### src/rtl/seq_divider_if.sv
// Requester <-> divider handshake bundle for seq_divider.
// The master modport is the requester (trajectory/DDA side); the slave
// modport is the divider itself.
interface seq_divider_if;
  logic [31:0] divident;
  logic [31:0] divisor;
  logic        start_divide;
  logic [63:0] quotinent;
  logic        divide_done;
  logic        busy;

  modport master (
    output divident,
    output divisor,
    output start_divide,
    input  quotinent,
    input  divide_done,
    input  busy
  );

  modport slave (
    input  divident,
    input  divisor,
    input  start_divide,
    output quotinent,
    output divide_done,
    output busy
  );
endinterface

### src/rtl/seq_divider.sv
// seq_divider: sequential unsigned fixed-point divider.
//   quotinent = (divident << 32) / divisor, 32.32 format, truncating.
// A restoring divider that consumes the 64-bit numerator MSB first.
// Divisor zero falls out of the algorithm as an all-ones (saturated) result.
//
// Build option:
//   SEQ_DIVIDER_RADIX4_EN  - two restoring steps per clock, latency 32 edges.
//   (undefined)            - one restoring step per clock, latency 64 edges.
// Results, handshake and reset behaviour are identical in both builds.
module seq_divider (
  input  logic         clk,
  input  logic         reset,
  seq_divider_if.slave div_if
);

`ifdef SEQ_DIVIDER_RADIX4_EN
  localparam int unsigned BITS_PER_EDGE = 2;
`else
  localparam int unsigned BITS_PER_EDGE = 1;
`endif
  localparam logic [6:0] ITERATIONS = 7'(64 / BITS_PER_EDGE);

  typedef enum logic {
    ST_IDLE = 1'b0,
    ST_RUN  = 1'b1
  } state_t;

  // Result of one restoring step: updated remainder plus the quotient bit.
  typedef struct packed {
    logic [32:0] rem;
    logic        qbit;
  } step_t;

  state_t      r_state;
  state_t      w_state_next;

  logic [63:0] r_num;    // numerator, shifted left as bits are consumed
  logic [31:0] r_den;    // latched divisor
  logic [32:0] r_rem;    // partial remainder; one spare bit for the trial
  logic [63:0] r_q;      // quotient being assembled
  logic [6:0]  r_cnt;    // steps remaining (edges, not bits)
  logic [63:0] r_quot;   // last completed result, held between operations
  logic        r_done;

  logic        w_accept;
  logic        w_last;
  logic [32:0] w_rem_next;
  logic [63:0] w_num_next;
  logic [63:0] w_q_next;
  step_t       w_step_hi;
`ifdef SEQ_DIVIDER_RADIX4_EN
  step_t       w_step_lo;
`endif

  // One restoring step. R never exceeds D-1 < 2^32, so R[32] is always
  // zero and dropping it when shifting loses nothing. With D == 0 the
  // trial always succeeds, giving a quotient bit of 1 every step.
  function automatic step_t restore_step(input logic [32:0] rem,
                                         input logic        nbit,
                                         input logic [31:0] den);
    logic [32:0] trial;
    step_t       res;
    trial = {rem[31:0], nbit};
    if (trial >= {1'b0, den}) begin
      res.rem  = trial - {1'b0, den};
      res.qbit = 1'b1;
    end else begin
      res.rem  = trial;
      res.qbit = 1'b0;
    end
    return res;
  endfunction

  // Datapath for one clock of RUN: one or two chained restoring steps.
  always_comb begin
    w_step_hi  = restore_step(r_rem, r_num[63], r_den);
`ifdef SEQ_DIVIDER_RADIX4_EN
    w_step_lo  = restore_step(w_step_hi.rem, r_num[62], r_den);
    w_rem_next = w_step_lo.rem;
    w_num_next = {r_num[61:0], 2'b00};
    w_q_next   = {r_q[61:0], w_step_hi.qbit, w_step_lo.qbit};
`else
    w_rem_next = w_step_hi.rem;
    w_num_next = {r_num[62:0], 1'b0};
    w_q_next   = {r_q[62:0], w_step_hi.qbit};
`endif
  end

  // Next-state logic: accept a start only when idle, leave RUN on the last step.
  always_comb begin
    // NOTE: every output of a combinational block gets a default first so no
    // path leaves it unassigned, which would otherwise infer a latch.
    w_state_next = r_state;
    w_accept     = 1'b0;
    w_last       = 1'b0;
    case (r_state)
      ST_IDLE: begin
        if (div_if.start_divide) begin
          w_accept     = 1'b1;
          w_state_next = ST_RUN;
        end
      end
      ST_RUN: begin
        // A start on this edge is ignored: the block is still RUN here.
        if (r_cnt == 7'd1) begin
          w_last       = 1'b1;
          w_state_next = ST_IDLE;
        end
      end
      default: w_state_next = ST_IDLE;
    endcase
  end

  // State register; reset aborts any operation in progress.
  always_ff @(posedge clk) begin
    // NOTE: sequential state uses non-blocking assignments so every register
    // samples values from before the edge, independent of statement order.
    if (reset) begin
      r_state <= ST_IDLE;
    end else begin
      r_state <= w_state_next;
    end
  end

  // Operand latching, iteration and result capture.
  always_ff @(posedge clk) begin
    if (reset) begin
      r_num  <= '0;
      r_den  <= '0;
      r_rem  <= '0;
      r_q    <= '0;
      r_cnt  <= '0;
      r_quot <= '0;
      r_done <= 1'b0;
    end else if (w_accept) begin
      // r_quot is left alone: the previous result stays visible until completion.
      r_num  <= {div_if.divident, 32'h0000_0000};
      r_den  <= div_if.divisor;
      r_rem  <= '0;
      r_q    <= '0;
      r_cnt  <= ITERATIONS;
      r_done <= 1'b0;
    end else if (r_state == ST_RUN) begin
      r_num <= w_num_next;
      r_rem <= w_rem_next;
      r_q   <= w_q_next;
      r_cnt <= r_cnt - 7'd1;
      if (w_last) begin
        r_quot <= w_q_next;
        r_done <= 1'b1;
      end
    end
  end

  assign div_if.quotinent   = r_quot;
  assign div_if.divide_done = r_done;
  assign div_if.busy        = (r_state == ST_RUN);

endmodule
### src/flat_wrapper.sv
// flat-port wrapper written by rule: the top's interface ports become plain ports
module seq_divider_flat 
  (clk, reset, div_if_divident, div_if_divisor, div_if_start_divide, div_if_quotinent, div_if_divide_done, div_if_busy);
  seq_divider_if div_if_i ();
  input  logic clk;
  input  logic reset;
  input wire logic [$bits(div_if_i.divident)-1:0] div_if_divident;
  input wire logic [$bits(div_if_i.divisor)-1:0] div_if_divisor;
  input wire logic [$bits(div_if_i.start_divide)-1:0] div_if_start_divide;
  output wire logic [$bits(div_if_i.quotinent)-1:0] div_if_quotinent;
  output wire logic [$bits(div_if_i.divide_done)-1:0] div_if_divide_done;
  output wire logic [$bits(div_if_i.busy)-1:0] div_if_busy;
  assign div_if_i.divident = div_if_divident;
  assign div_if_i.divisor = div_if_divisor;
  assign div_if_i.start_divide = div_if_start_divide;
  assign div_if_quotinent = div_if_i.quotinent;
  assign div_if_divide_done = div_if_i.divide_done;
  assign div_if_busy = div_if_i.busy;
  seq_divider u_core (.clk(clk), .reset(reset), .div_if(div_if_i));
endmodule
### config.mk
export PLATFORM = sky130hd
export DESIGN_NAME = seq_divider_flat
export DESIGN_NICKNAME = d
export VERILOG_FILES = /design/src/rtl/seq_divider_if.sv /design/src/rtl/seq_divider.sv /design/src/flat_wrapper.sv
export SDC_FILE = /design/constraint.sdc
export NUM_CORES = 1
export LEC_CHECK = 0
export ABC_AREA = 1
export CAP_MARGIN = 0
export CORE_AREA = 2 2 173 175
export CTS_CLUSTER_SIZE = 28
export DETAILED_ROUTE_END_ITERATION = 12
export DIE_AREA = 0 0 175 177
export DONT_BUFFER_PORTS = 1
export MAX_ROUTING_LAYER = met4
export PLACE_DENSITY_LB_ADDON = 0.08
export SLEW_MARGIN = 20
export SYNTH_ARGS = -nofsm -noshare
export SYNTH_HDL_FRONTEND = slang
export SYNTH_SLANG_ARGS = --single-unit
### constraint.sdc
create_clock -name clk -period 2.25 [get_ports clk]
set_input_delay 0.1125 -clock clk [delete_from_list [all_inputs] [get_ports clk]]
set_output_delay 0.1125 -clock clk [all_outputs]
set_load 0.005 [all_outputs]
==> results by group <==
Cells and area
  • Fin util: 51.2%
  • Most frequent cells in the layout: 473 x nand2_1, 207 x dfxtp_1, 202 x inv_1, 200 x nor2_1, 136 x a21oi_1
  • Share of post-route cells with drive strength above 1: 18.2%
  • Layout fillers: 2995
  • Multi-input gate area: 6280 um2
  • Flip-flop and latch area: 4680 um2
  • Most common cell after layout, fill and taps aside: nand2_1
  • P&R area growth vs syn: 30.4%
  • Nets: 1958

Critical path
  • Reg2reg end: u_core.r_rem[24]$_SDFFE_PP0P_
  • Max incr delay on CP: 0.32 ns
  • CP dominant cell by count: nand2_2
  • Cells on worst reg2reg path: 16
  • Critical Path RT: 2.76 ns
  • Crit-path cells: inv_2, ha_4, nand2_2, nand2_1, nand2_1, nand2_2, nand2_2, nand2_2, nand2_2, nand2_2, nor2_4, buf_12, nand3_4, o21ai_4, nor2_1, nor2_1
  • Startpoint Class: flip-flop
  • Reg2reg start: u_core.r_den[18]$_SDFFE_PP0P_
  • Arrival @ worst endpoint: 2.70 ns
  • R2R Setup Slk: 0.06 ns
  • Critical path endpoint: u_core.r_rem[24]$_SDFFE_PP0P_
  • Crit Path Category: flip-flop to flip-flop
  • CP Max Fanout: 5
  • Setup crit end kind: flip-flop
  • Slowest CP cell: dfxtp_2
  • CP startpoint: u_core.r_den[18]$_SDFFE_PP0P_

Drt
  • DRC: 0
  • Initial DRC count: 587
  • Wire per inst: 15.1 um
  • Vias per cell: 4.77
  • ANT nets after route: 0
  • DR pass1 iterations: 5
  • Drt total wl: 34300 um
  • Via count: 10800

Timing
  • Final Hold Fails: 0
  • RSZ-0062 raised after global routing: yes
  • Minimum clock period: 2.19 ns
  • Period utilization: 97.3%
  • Final Max Slew Viols: 0
  • Relative slew slack: 56.3%
  • Hold WS: 0.0530 ns
  • Final setup viols: 0
  • Fmax: 457 MHz
  • Slew at the pin closest to its max-slew limit: 0.656 ns
  • Skew final: 0.0422 ns

Floorplanning
  • Die Y: 177 um
  • Row count: 63
  • Core area: 29200 um2
  • Starting density of the core: 39.3%
  • Die Area: 31000 um2
  • Die W: 175 um
  • Io pins: 133

Logic synthesis
  • Synth Flop Type: dfxtp_1
  • Synthesized instance count: 1732
  • Asr flop ratio synth: 0%
  • Avg Inst Size Synth: 6.63 um2
  • Distinct cells, synth: 42
  • Mapped cell area: 11500 um2
  • Synthesized net count: 1834
  • Synth top area cells: dfxtp_1 40%, nand2_1 17%, inv_1 7.4%
  • Synth top area share: 40.4%
  • Largest area contributor in the netlist: dfxtp_1
  • Post-synth EDFFs: 0
  • FF+latch count, synth: 232
  • Register area share after synthesis: 40.4%
  • Syn. warnings: 0

Pwr
  • Peak supply drop: 660 uV
  • Cell leakage power: 6.61 nW
  • Pwr per Cell Area: 816 nW/um2

Clock network
  • H-tree Lvls: 1
  • Clock Sinks: 232
  • CTS tree: built
  • Reg clk slew, reported paths: 0.06 ns
  • CTS max path bufs: 3
  • Num CTS Buffers: 28
  • Clock Latency Late Sink: 0.58 ns
  • Clock Root Buffer: clkbuf_16

Placement
  • Port-buffer cells: 0
  • HPWL after DPL: 23600 um
  • Gp weighted congestion: 0.913

GRT
  • Vias in the first global route: 10300
  • Initial antenna violation count: 1
  • Gr usage total: 22.2%
  • GRT Residual Overflow: 0
  • First-pass GRT wire length: 54000 um
  • Largest net degree at the start of global routing: 54

Min path
  • Class of the worst hold path: primary input to flip-flop

Flow run
  • Max_cap viols: 0

Outcome
  • Status: finished clean
final cells by class:
class                           instances  area share (%)
Sequential cell                       232            31.2
Tap cell                              390            3.26
Antenna cell                            1          0.0167
Clock buffer                           42            5.50
Multi-Input combinational cell       1182            42.0
Clock inverter                          9           0.735
Timing Repair Buffer                  172            11.2
Inverter                              240            6.07
critical path, delay by kind of cell (launching register included):
family                     cells  cell delay, ns
and+or+nand+nor               12            1.08
DFF                            1            0.32
adders and majority gates      1            0.25
buffers and inverters          2            0.23
AOI/OAI and AO/OA              1            0.22
through the flow:
step / instance area, um2 / setup slack (ns) / cells / power (mW) / TNS, ns
floorplan: 11500 / 0.376 / 1732 / 6.19 / 0
detailed placement: 12400 / -0.163 / 2123 / 7.15 / -2.61
CTS: 14100 / 0.000442 / 2244 / 11.9 / 0
finish: 15000 / 0.0616 / 2268 / 12.2 / 0
global route: 15000 / -0.0309 / 2268 / 12.9 / -0.195
global placement: 12400 / -0.188 / 2123 / 7.15 / -2.62
flip-flops by register name, summed over array words and instances, names as in the netlist:
signal                     cells
u_core.r_rem                  32
u_core.r_q                    63
u_core.div_if.divide_done      1
u_core.r_den                  32
u_core.r_cnt                   7
u_core.r_num                  32
u_core.div_if.busy             1
u_core.div_if.quotinent       64
power breakdown:
group | internal [mW] | leakage (nW) | switching, mW
registers | 4.27 | 1.90 | 0.113
logic | 1.41 | 4.26 | 1.93
clock network | 2.65 | 0.451 | 1.84
total | 8.34 | 6.61 | 3.88
what timing repair did:
| item | in CTS | in global routing |
|---|---|---|
| cloned | 1 | 2 |
| endpoints found under the hold margin | 70 | 0 |
| gates resized for setup | 19 | 167 |
| setup endpoints to repair | 32 | 34 |
| buffers inserted | 3 | 23 |
| hold buffers | 66 | 0 |
| pin swaps | 5 | 52 |
how the worst min path moves through the flow:
| stage | depth (start not counted) | start | end |
|---|---|---|---|
| final | 4 | div_if_start_divide | u_core.r_cnt[1]$_SDFFE_PP0P_ |
| after global routing | 5 | div_if_start_divide | u_core.r_den[0]$_SDFFE_PP0P_ |
| after CTS | 7 | div_if_start_divide | u_core.r_num[43]$_SDFFE_PP0P_ |
| after detailed placement | 1 | reset | u_core.r_num[32]$_SDFFE_PP0P_ |
| after global placement | 1 | reset | u_core.r_num[32]$_SDFFE_PP0P_ |
| after floorplan | 1 | reset | u_core.r_num[32]$_SDFFE_PP0P_ |
layer usage:
metal / vias up / GRT usage, % / wire [um]
met5: - / - / 0
met4: 0 / 5.00 / 860
met3: 56 / 3.35 / 1440
met2: 197 / 36.3 / 15900
met1: 4884 / 29.1 / 16000
li1: 5676 / - / -
cells in the mapped netlist, types with 5 or more instances:
cell type,number
buf_2,15
nand3_1,75
nor2_1,206
o211ai_1,7
nor3_1,6
buf_1,5
o221ai_1,13
nand3b_1,11
inv_1,227
ha_1,34
nor2_2,11
clkinv_1,9
a21oi_1,141
o21ai_0,105
xnor2_1,7
nand2_1,515
nand3_2,7
clkbuf_1,54
dfxtp_1,232
nand2_2,10
nand4_1,5
kinds of logic after synthesis:
group | count (synthesis) | share of synthesized area, %
and+or+nand+nor | 856 | 30.8
buffers and inverters | 320 | 11.0
AOI/OAI and AO/OA | 280 | 13.1
DFF | 232 | 40.4
adders and majority gates | 35 | 3.88
xor gates and xnor gates | 9 | 0.687
(Power assumes the default switching activity.)
